$ cat src/rtl/matmul_sequencer_pkg.sv
// Shared types and helpers for the matrix-multiply sequencer.
// State encoding and width helpers used by the top and its delay line.
package matmul_sequencer_pkg;

  typedef enum logic [1:0] {
    IDLE,
    ISSUE,
    DRAIN,
    DONE
  } state_t;

  function automatic int clog2_min1(input int n);
    return (n <= 1) ? 1 : $clog2(n);
  endfunction

endpackage

$ cat src/rtl/tag_delay_line.sv
// Shift register of {valid, idx} tags with asynchronous reset.
// pending reports valid tags that will still be in flight after the next edge.
module tag_delay_line #(
  parameter int DEPTH = 3,
  parameter int IW    = 4
) (
  input  logic          clk,
  input  logic          rst,
  input  logic          in_vld,
  input  logic [IW-1:0] in_idx,
  output logic          out_vld,
  output logic [IW-1:0] out_idx,
  output logic          pending
);

  logic [DEPTH-1:0] vld_q;
  logic [IW-1:0]    idx_q [DEPTH];

  always_ff @(posedge clk or posedge rst) begin
    if (rst) begin
      vld_q <= '0;
      for (int k = 0; k < DEPTH; k++)
        idx_q[k] <= '0;
    end else begin
      vld_q[0] <= in_vld;
      idx_q[0] <= in_idx;
      for (int k = 1; k < DEPTH; k++) begin
        vld_q[k] <= vld_q[k-1];
        idx_q[k] <= idx_q[k-1];
      end
    end
  end

  always_comb begin
    pending = 1'b0;
    for (int k = 0; k < DEPTH - 1; k++)
      pending = pending | vld_q[k];
  end

  assign out_vld = vld_q[DEPTH-1];
  assign out_idx = idx_q[DEPTH-1];

endmodule

$ cat src/rtl/matmul_sequencer.sv
// Sequences row/column vector pairs into an external vec_dot and
// collects the returned dot products into the C matrix.
module matmul_sequencer
  import matmul_sequencer_pkg::*;
#(
  parameter int EXP_WIDTH   = 8,
  parameter int FRAC_WIDTH  = 23,
  parameter int VEC_SIZE    = 4,
  parameter int ROWS        = 4,
  parameter int COLS        = 4,
  parameter int DOT_LATENCY = 3,
  localparam int FW = 1 + EXP_WIDTH + FRAC_WIDTH,
  localparam int VW = VEC_SIZE * FW
) (
  input  logic                     clk,
  input  logic                     rst,
  input  logic                     start,
  input  logic [ROWS*VW-1:0]       a_mat,
  input  logic [COLS*VW-1:0]       b_mat,
  output logic [VW-1:0]            lhs,
  output logic [VW-1:0]            rhs,
  input  logic [FW-1:0]            dot_res,
  output logic [ROWS*COLS*FW-1:0]  c_mat,
  output logic                     busy,
  output logic                     done
);

  localparam int IW = clog2_min1(ROWS);
  localparam int JW = clog2_min1(COLS);
  localparam int XW = clog2_min1(ROWS * COLS);

  state_t state_q, state_n;

  logic [ROWS*VW-1:0] a_q;
  logic [COLS*VW-1:0] b_q;
  logic [IW-1:0]      i_q;
  logic [JW-1:0]      j_q;
  logic               iss_vld;
  logic [XW-1:0]      iss_idx;
  logic               out_vld;
  logic [XW-1:0]      out_idx;
  logic               dl_pending;
  logic               capture;
  logic               issue;
  logic               last_j;
  logic               last_i;
  logic [VW-1:0]      row_vec;
  logic [VW-1:0]      col_vec;

  assign last_j  = (j_q == JW'(COLS - 1));
  assign last_i  = (i_q == IW'(ROWS - 1));
  assign row_vec = a_q[int'(i_q)*VW +: VW];

  // B is row-major, so column j is strided by COLS elements
  always_comb begin
    col_vec = '0;
    for (int k = 0; k < VEC_SIZE; k++)
      col_vec[k*FW +: FW] = b_q[(k*COLS + int'(j_q))*FW +: FW];
  end

  always_comb begin
    state_n = state_q;
    capture = 1'b0;
    issue   = 1'b0;
    unique case (state_q)
      IDLE, DONE: begin
        if (start) begin
          capture = 1'b1;
          state_n = ISSUE;
        end else if (state_q == DONE) begin
          state_n = IDLE;
        end
      end
      ISSUE: begin
        issue = 1'b1;
        if (last_i && last_j)
          state_n = DRAIN;
      end
      DRAIN: begin
        // leave once the tag emerging on this edge is the last one
        if (!iss_vld && !dl_pending)
          state_n = DONE;
      end
      default: state_n = IDLE;
    endcase
  end

  always_ff @(posedge clk or posedge rst) begin
    if (rst) state_q <= IDLE;
    else     state_q <= state_n;
  end

  always_ff @(posedge clk or posedge rst) begin
    if (rst) begin
      a_q <= '0;
      b_q <= '0;
      i_q <= '0;
      j_q <= '0;
    end else if (capture) begin
      a_q <= a_mat;
      b_q <= b_mat;
      i_q <= '0;
      j_q <= '0;
    end else if (issue) begin
      j_q <= last_j ? '0 : j_q + 1'b1;
      if (last_j && !last_i)
        i_q <= i_q + 1'b1;
    end
  end

  always_ff @(posedge clk or posedge rst) begin
    if (rst) begin
      lhs     <= '0;
      rhs     <= '0;
      iss_vld <= 1'b0;
      iss_idx <= '0;
    end else begin
      iss_vld <= issue;
      if (issue) begin
        lhs     <= row_vec;
        rhs     <= col_vec;
        iss_idx <= XW'(int'(i_q) * COLS + int'(j_q));
      end
    end
  end

  tag_delay_line #(
    .DEPTH (DOT_LATENCY),
    .IW    (XW)
  ) u_tags (
    .clk     (clk),
    .rst     (rst),
    .in_vld  (iss_vld),
    .in_idx  (iss_idx),
    .out_vld (out_vld),
    .out_idx (out_idx),
    .pending (dl_pending)
  );

  always_ff @(posedge clk or posedge rst) begin
    if (rst)
      c_mat <= '0;
    else if (out_vld)
      c_mat[int'(out_idx)*FW +: FW] <= dot_res;
  end

  assign busy = (state_q == ISSUE) || (state_q == DRAIN);
  assign done = (state_q == DONE);

endmodule

$ cat config.mk
export PLATFORM = sky130hd
export DESIGN_NAME = matmul_sequencer
export DESIGN_NICKNAME = d
export VERILOG_FILES = /design/src/rtl/matmul_sequencer_pkg.sv /design/src/rtl/tag_delay_line.sv /design/src/rtl/matmul_sequencer.sv
export SDC_FILE = /design/constraint.sdc
export NUM_CORES = 2
export LEC_CHECK = 0
export CAP_MARGIN = 0
export CORE_AREA = 2 2 714 716
export DETAILED_ROUTE_END_ITERATION = 8
export DIE_AREA = 0 0 716 718
export PLACE_DENSITY = 0.44
export SYNTH_ARGS = -nofsm -noshare
export SYNTH_HDL_FRONTEND = slang
export SYNTH_SLANG_ARGS = --single-unit
$ cat constraint.sdc
create_clock -name clk -period 92.3 [get_ports clk]
set_clock_uncertainty 0.2 [all_clocks]
set_input_delay 27.69 -clock clk [delete_from_list [all_inputs] [get_ports clk]]
set_output_delay 27.69 -clock clk [all_outputs]
set_load 0.1 [all_outputs]
# [Word-level counts from Yosys, hierarchy flattened]
# Cells that the tools add are included.
[classes] n_addsub=7 n_eq_ne=8 shift=7 muxes=15 bitwise_logic=1 reduce_logical=13
[ops] operator="$shiftx A512 B11 Y32" count=2
[ops] operator="$bwmux W512" count=1
[ops] operator="$shift A32 B33 Y512 const A" count=1
[ops] operator="$shiftx A32 B33 Y512" count=1
[ops] operator="$shiftx A512 B10 Y128" count=1
[ops] operator="$shiftx A512 B10 Y32" count=1
[ops] operator="$shiftx A512 B8 Y32" count=1
[ops] operator="$neg A9 Y33" count=1
[ops] operator="$mux W2" count=10
[ops] operator="$add A4 B2 Y5 const A" count=2
[ops] operator="$eq A2 B2 Y1 const B" count=4
[ops] operator="$pmux W2 S3" count=1
[ops] operator="$add A2 B1 Y2 const B" count=2
[ops] operator="$add A3 B2 Y4 const A" count=1
[ops] operator="$add A4 B2 Y4" count=1
[ops] operator="$ne A2 B2 Y1 const B" count=2
[ops] operator="$reduce_bool A2 Y1" count=2
[ops] operator="$logic_and A1 B1 Y1" count=3
[ops] operator="$logic_not A1 Y1" count=3
[ops] operator="$mux W1" count=3
[ops] operator="$ne A3 B3 Y1 const B" count=1
[ops] operator="$reduce_and A3 Y1" count=1
[ops] operator="$eq A2 B1 Y1 const B" count=1
[ops] operator="$logic_not A2 Y1" count=1
[ops] operator="4 further kinds" count=4
[word_totals] regBits=1818 input_bits=1059 out_inout_bits=770 word_cells=65

# [Logic depth before layout (Yosys ltp)]
[logic_depth] ltp_word=6 ltp_mapped=11 mapped_depth_nobuf=6

# [Modules after synthesis]
# Synthesis repeated with hierarchy kept, for this count alone.
[unflattened] cells_unflattened=4789 hier_area_um2=73991.0
[modules_own_cells] mod="matmul_sequencer" n_inst=1 cells_each=4768 area_each_um2=73575.6 seq_area_each_um2=45118.3
[modules_own_cells] mod="tag_delay_line" n_inst=1 cells_each=21 area_each_um2=415.4 seq_area_each_um2=375.4

# [Worst setup path before layout]
# Ideal clock, no wire load.
[synth_path] path_kind="input -> register" from="input port start" to="register a_q[0]" setup_ns=0.125 arrival_ns=28.975 required_time_ns=91.975 slack_ns=63.000 stages=6 n_path_buf=4 cell_sequence="and2_1 -> clkbuf_1 -> clkbuf_1 -> clkbuf_1 -> buf_2 -> mux2_2"
[synth_between] elab_chain_cells=2
[synth_lines] item="start, declared" line_no="matmul_sequencer.sv:17" text="input logic start,"
[synth_lines] item="$mux W1" line_no="matmul_sequencer.sv:67" text="if (start) begin"
[synth_lines] item="$mux W1" line_no="matmul_sequencer.sv:65" text="unique case (state_q)"
[synth_lines] item="end signal, assigned" line_no="matmul_sequencer.sv:100" text="a_q <= a_mat;"
[synth_lines] item="end, declared" line_no="matmul_sequencer.sv:34" text="logic [ROWS*VW-1:0] a_q;"
# No other way between the ends.
# A chain may end at the register's enable or synchronous reset.

# [Worst setup path after layout]
[layout_path] from="input port start" to="register a_q[469]"
# Same word-level chain as after synthesis.

==> impl_metrics.json <==
{
  "instances_no_fill": 13700,
  "vias": 50600,
  "drtAntennaViolNets": 0,
  "worstSetupPathType": "in2reg",
  "netlist_area_sq_um": 74100,
  "synth-seq-cells": 1818,
  "r2r_cells": 9,
  "critPathCaptureType": "register",
  "synth.avg_cell_area_sq_um": 15.1,
  "timing.fmax_mhz": 30.6,
  "io_pins": 1829,
  "initial_core_util": 0.146,
  "worstSkewPairLatency_ns": 0.92,
  "hold_slack_ns": 0.146,
  "setup_viol": 0,
  "tightest_slew_ns": 1.21,
  "run_status": "finished clean",
  "final.setup.tns_ns": 0,
  "rsz0062_at_grt": "false",
  "hp-class": "reg2reg",
  "ys.flop_type": "dfrtp_1",
  "cts_buffer_depth": 4,
  "core_sq_um": 507000,
  "period_needed_ns": 32.70,
  "syn_to_final_growth_pct": 45.0,
  "nFillCells": 53900,
  "post_cts_buffers": 0,
  "layout_commonest_cell": "dfrtp_1",
  "place.gp.congestion": 0.888,
  "cts_sinks": 1818,
  "nets": 7787,
  "cp_data_required_time_ns": 92.86,
  "drive_gt1_frac": 0.335,
  "wl_per_cell_um": 27.6,
  "reg2reg_setup_slack_ns": 86.02,
  "drc": 0,
  "antenna_found_initial": 175,
  "cts_hold_buf": 0,
  "final_max_slew_viol_count": 0,
  "worstReg2RegStart": "state_q[0]",
  "root_buffer": "clkbuf_16",
  "port_buffers": 1828,
  "whs_path_depth": 0,
  "grt_start_max_net_pins": 146,
  "synth-edff-count": 0,
  "synth.distinct_cells": 45,
  "p_leak_nw": 42.0,
  "overflow": 0,
  "rows": 262,
  "critPathMaxFanout": 77,
  "die_h_um": 718,
  "finalHoldViolCount": 0,
  "dr.pass1.iters": 7,
  "die_w_um": 716,
  "drv_cap": 0,
  "drt_wl_total_um": 378000,
  "p_per_area_nw_per_um2": 43.3,
  "yosysSeqAreaShare": 0.614,
  "cts_made_buffers": 225,
  "async_flop_share": 1.00,
  "drt-vias-per-instance": 3.70,
  "max_slew_margin": 0.187,
  "startpoint_type": "primary input",
  "grt_pass1_wl_um": 501000,
  "clkSlewWorstSetupHoldPaths_ns": 0.06,
  "syn_inst": 4923,
  "initialDrtViolationCount": 3061,
  "cts_tree": "done",
  "dp_worst_setup_slack_ns": 58.56,
  "gr-usage-all-layers": 0.142,
  "hpwl_um": 297000,
  "r2r-end": "a_q[469]",
  "syn_nets": 5989,
  "layout_common_cells": "dfrtp_1 (1814), clkdlybuf4s50_1 (1707), mux2_2 (1426), nand2_1 (460), o21ai_0 (331)",
  "grt_pass1_vias": 53600,
  "endpoint": "a_q[469]",
  "dp.cells": 13200,
  "htreeDepth": 4,
  "ir_drop_uv": 22.9,
  "cp_data_arrival_time_ns": 33.26,
  "worst_slack_ns": 59.60,
  "cts_resized": 0,
  "ys_warn_count": 0,
  "crit_start": "start",
  "die_area_sq_um": 514000,
  "timing.final.crit_share": 0.354
}
sequential cells by signal (all words and copies together), names as in the netlist, 4 cells and up:
name / cells
iss_idx: 4
lhs: 128
a_q: 512
u_tags.idx_q: 8
rhs: 128
u_tags.out_idx: 4
c_mat: 512
b_q: 512
synth_stat cells (2+ instances only):
library cell	instances	area share
dfrtp_1	1818	0.61
mux2_2	1426	0.22
nand2_1	460	0.023
o21ai_0	331	0.022
mux4_2	256	0.078
clkbuf_1	183	0.0093
buf_2	150	0.010
nand3_1	91	0.0061
inv_1	39	0.0020
o21ai_1	37	0.0025
mux2_4	30	0.0061
buf_1	16	0.00081
nor2_1	13	0.00066
ha_1	7	0.0012
buf_4	4	0.00041
clkbuf_2	4	0.00027
mux2_1	4	0.00061
nor3_1	4	0.00027
nor3_2	4	0.00054
or2_2	4	0.00034
buf_6	3	0.00046
mux2i_1	3	0.00041
nand2b_1	3	0.00025
nor2b_1	3	0.00025
or3_1	3	0.00025
and2_1	2	0.00017
and3b_1	2	0.00024
nand3b_1	2	0.00020
nor3b_1	2	0.00020
o2111ai_2	2	0.00041
o211ai_1	2	0.00020
o2bb2ai_1	2	0.00024
layer usage:
metal,share of wire,up-vias,track usage
met5,0.0017,-,0
met4,0.037,98,0.0509
met3,0.094,588,0.0558
met2,0.49,1836,0.240
met1,0.38,26800,0.162
li1,-,21300,-
cell type report:
cell class	count	area [sq um]	area share
diodes	67	168	0.00156
clock buffers	333	6500	0.0604
clock inverters	69	898	0.00836
inverters	39	154	0.00143
multi-input cells	2706	27100	0.252
flip-flops and latches	1818	45500	0.423
well taps	6732	8420	0.0784
repair buffers	1931	18800	0.175
kinds of logic (layout without fill, tap and decap cells):
family / count (synthesis) / after routing / share of synthesized area
simple gates: 598 / 598 / 0.0336
compound gates: 379 / 379 / 0.0263
mux: 1719 / 1719 / 0.301
flops: 1818 / 1818 / 0.614
buf+inv: 399 / 2372 / 0.0233
xor+xnor: 3 / 3 / 0.000456
other cells: 0 / 67 / 0
fa+ha+maj: 7 / 7 / 0.00118
critical path, cell delays in order:
cell,delay [ns]
clkdlybuf4s50_1,0.50
and2_4,0.58
buf_4,0.65
buf_4,0.72
buf_4,0.78
buf_4,0.70
buf_4,0.91
mux2_2,0.42
worst min path at each step:
stage,from,end,slack [ns]
2_1_floorplan,u_tags.idx_q[8],u_tags.idx_q[4],0.13
3_3_place_gp,u_tags.idx_q[4],u_tags.out_idx[0],0.13
3_5_place_dp,u_tags.idx_q[9],u_tags.idx_q[5],0.14
4_1_cts,u_tags.idx_q[9],u_tags.idx_q[5],0.15
5_1_grt,u_tags.idx_q[6],u_tags.out_idx[2],0.16
6_report,u_tags.idx_q[9],u_tags.idx_q[5],0.15
power breakdown:
part / leakage (nW) / switching, mW / internal [mW]
combinational: 17.7 / 1.58 / 0.768
sequential: 20.6 / 0.239 / 1.17
clock: 3.60 / 0.374 / 0.523
total: 42.0 / 2.20 / 2.46
stage by stage:
stage	power, mW	area [sq um]	utilization
final	4.65	107000	0.212
after global routing	4.85	107000	0.212
after CTS	4.72	107000	0.212
after detailed placement	3.80	99900	0.197
after global placement	3.76	99900	0.197
after floorplan	3.02	74100	-
No activity file was read; power rests on OpenSTA's default activity.
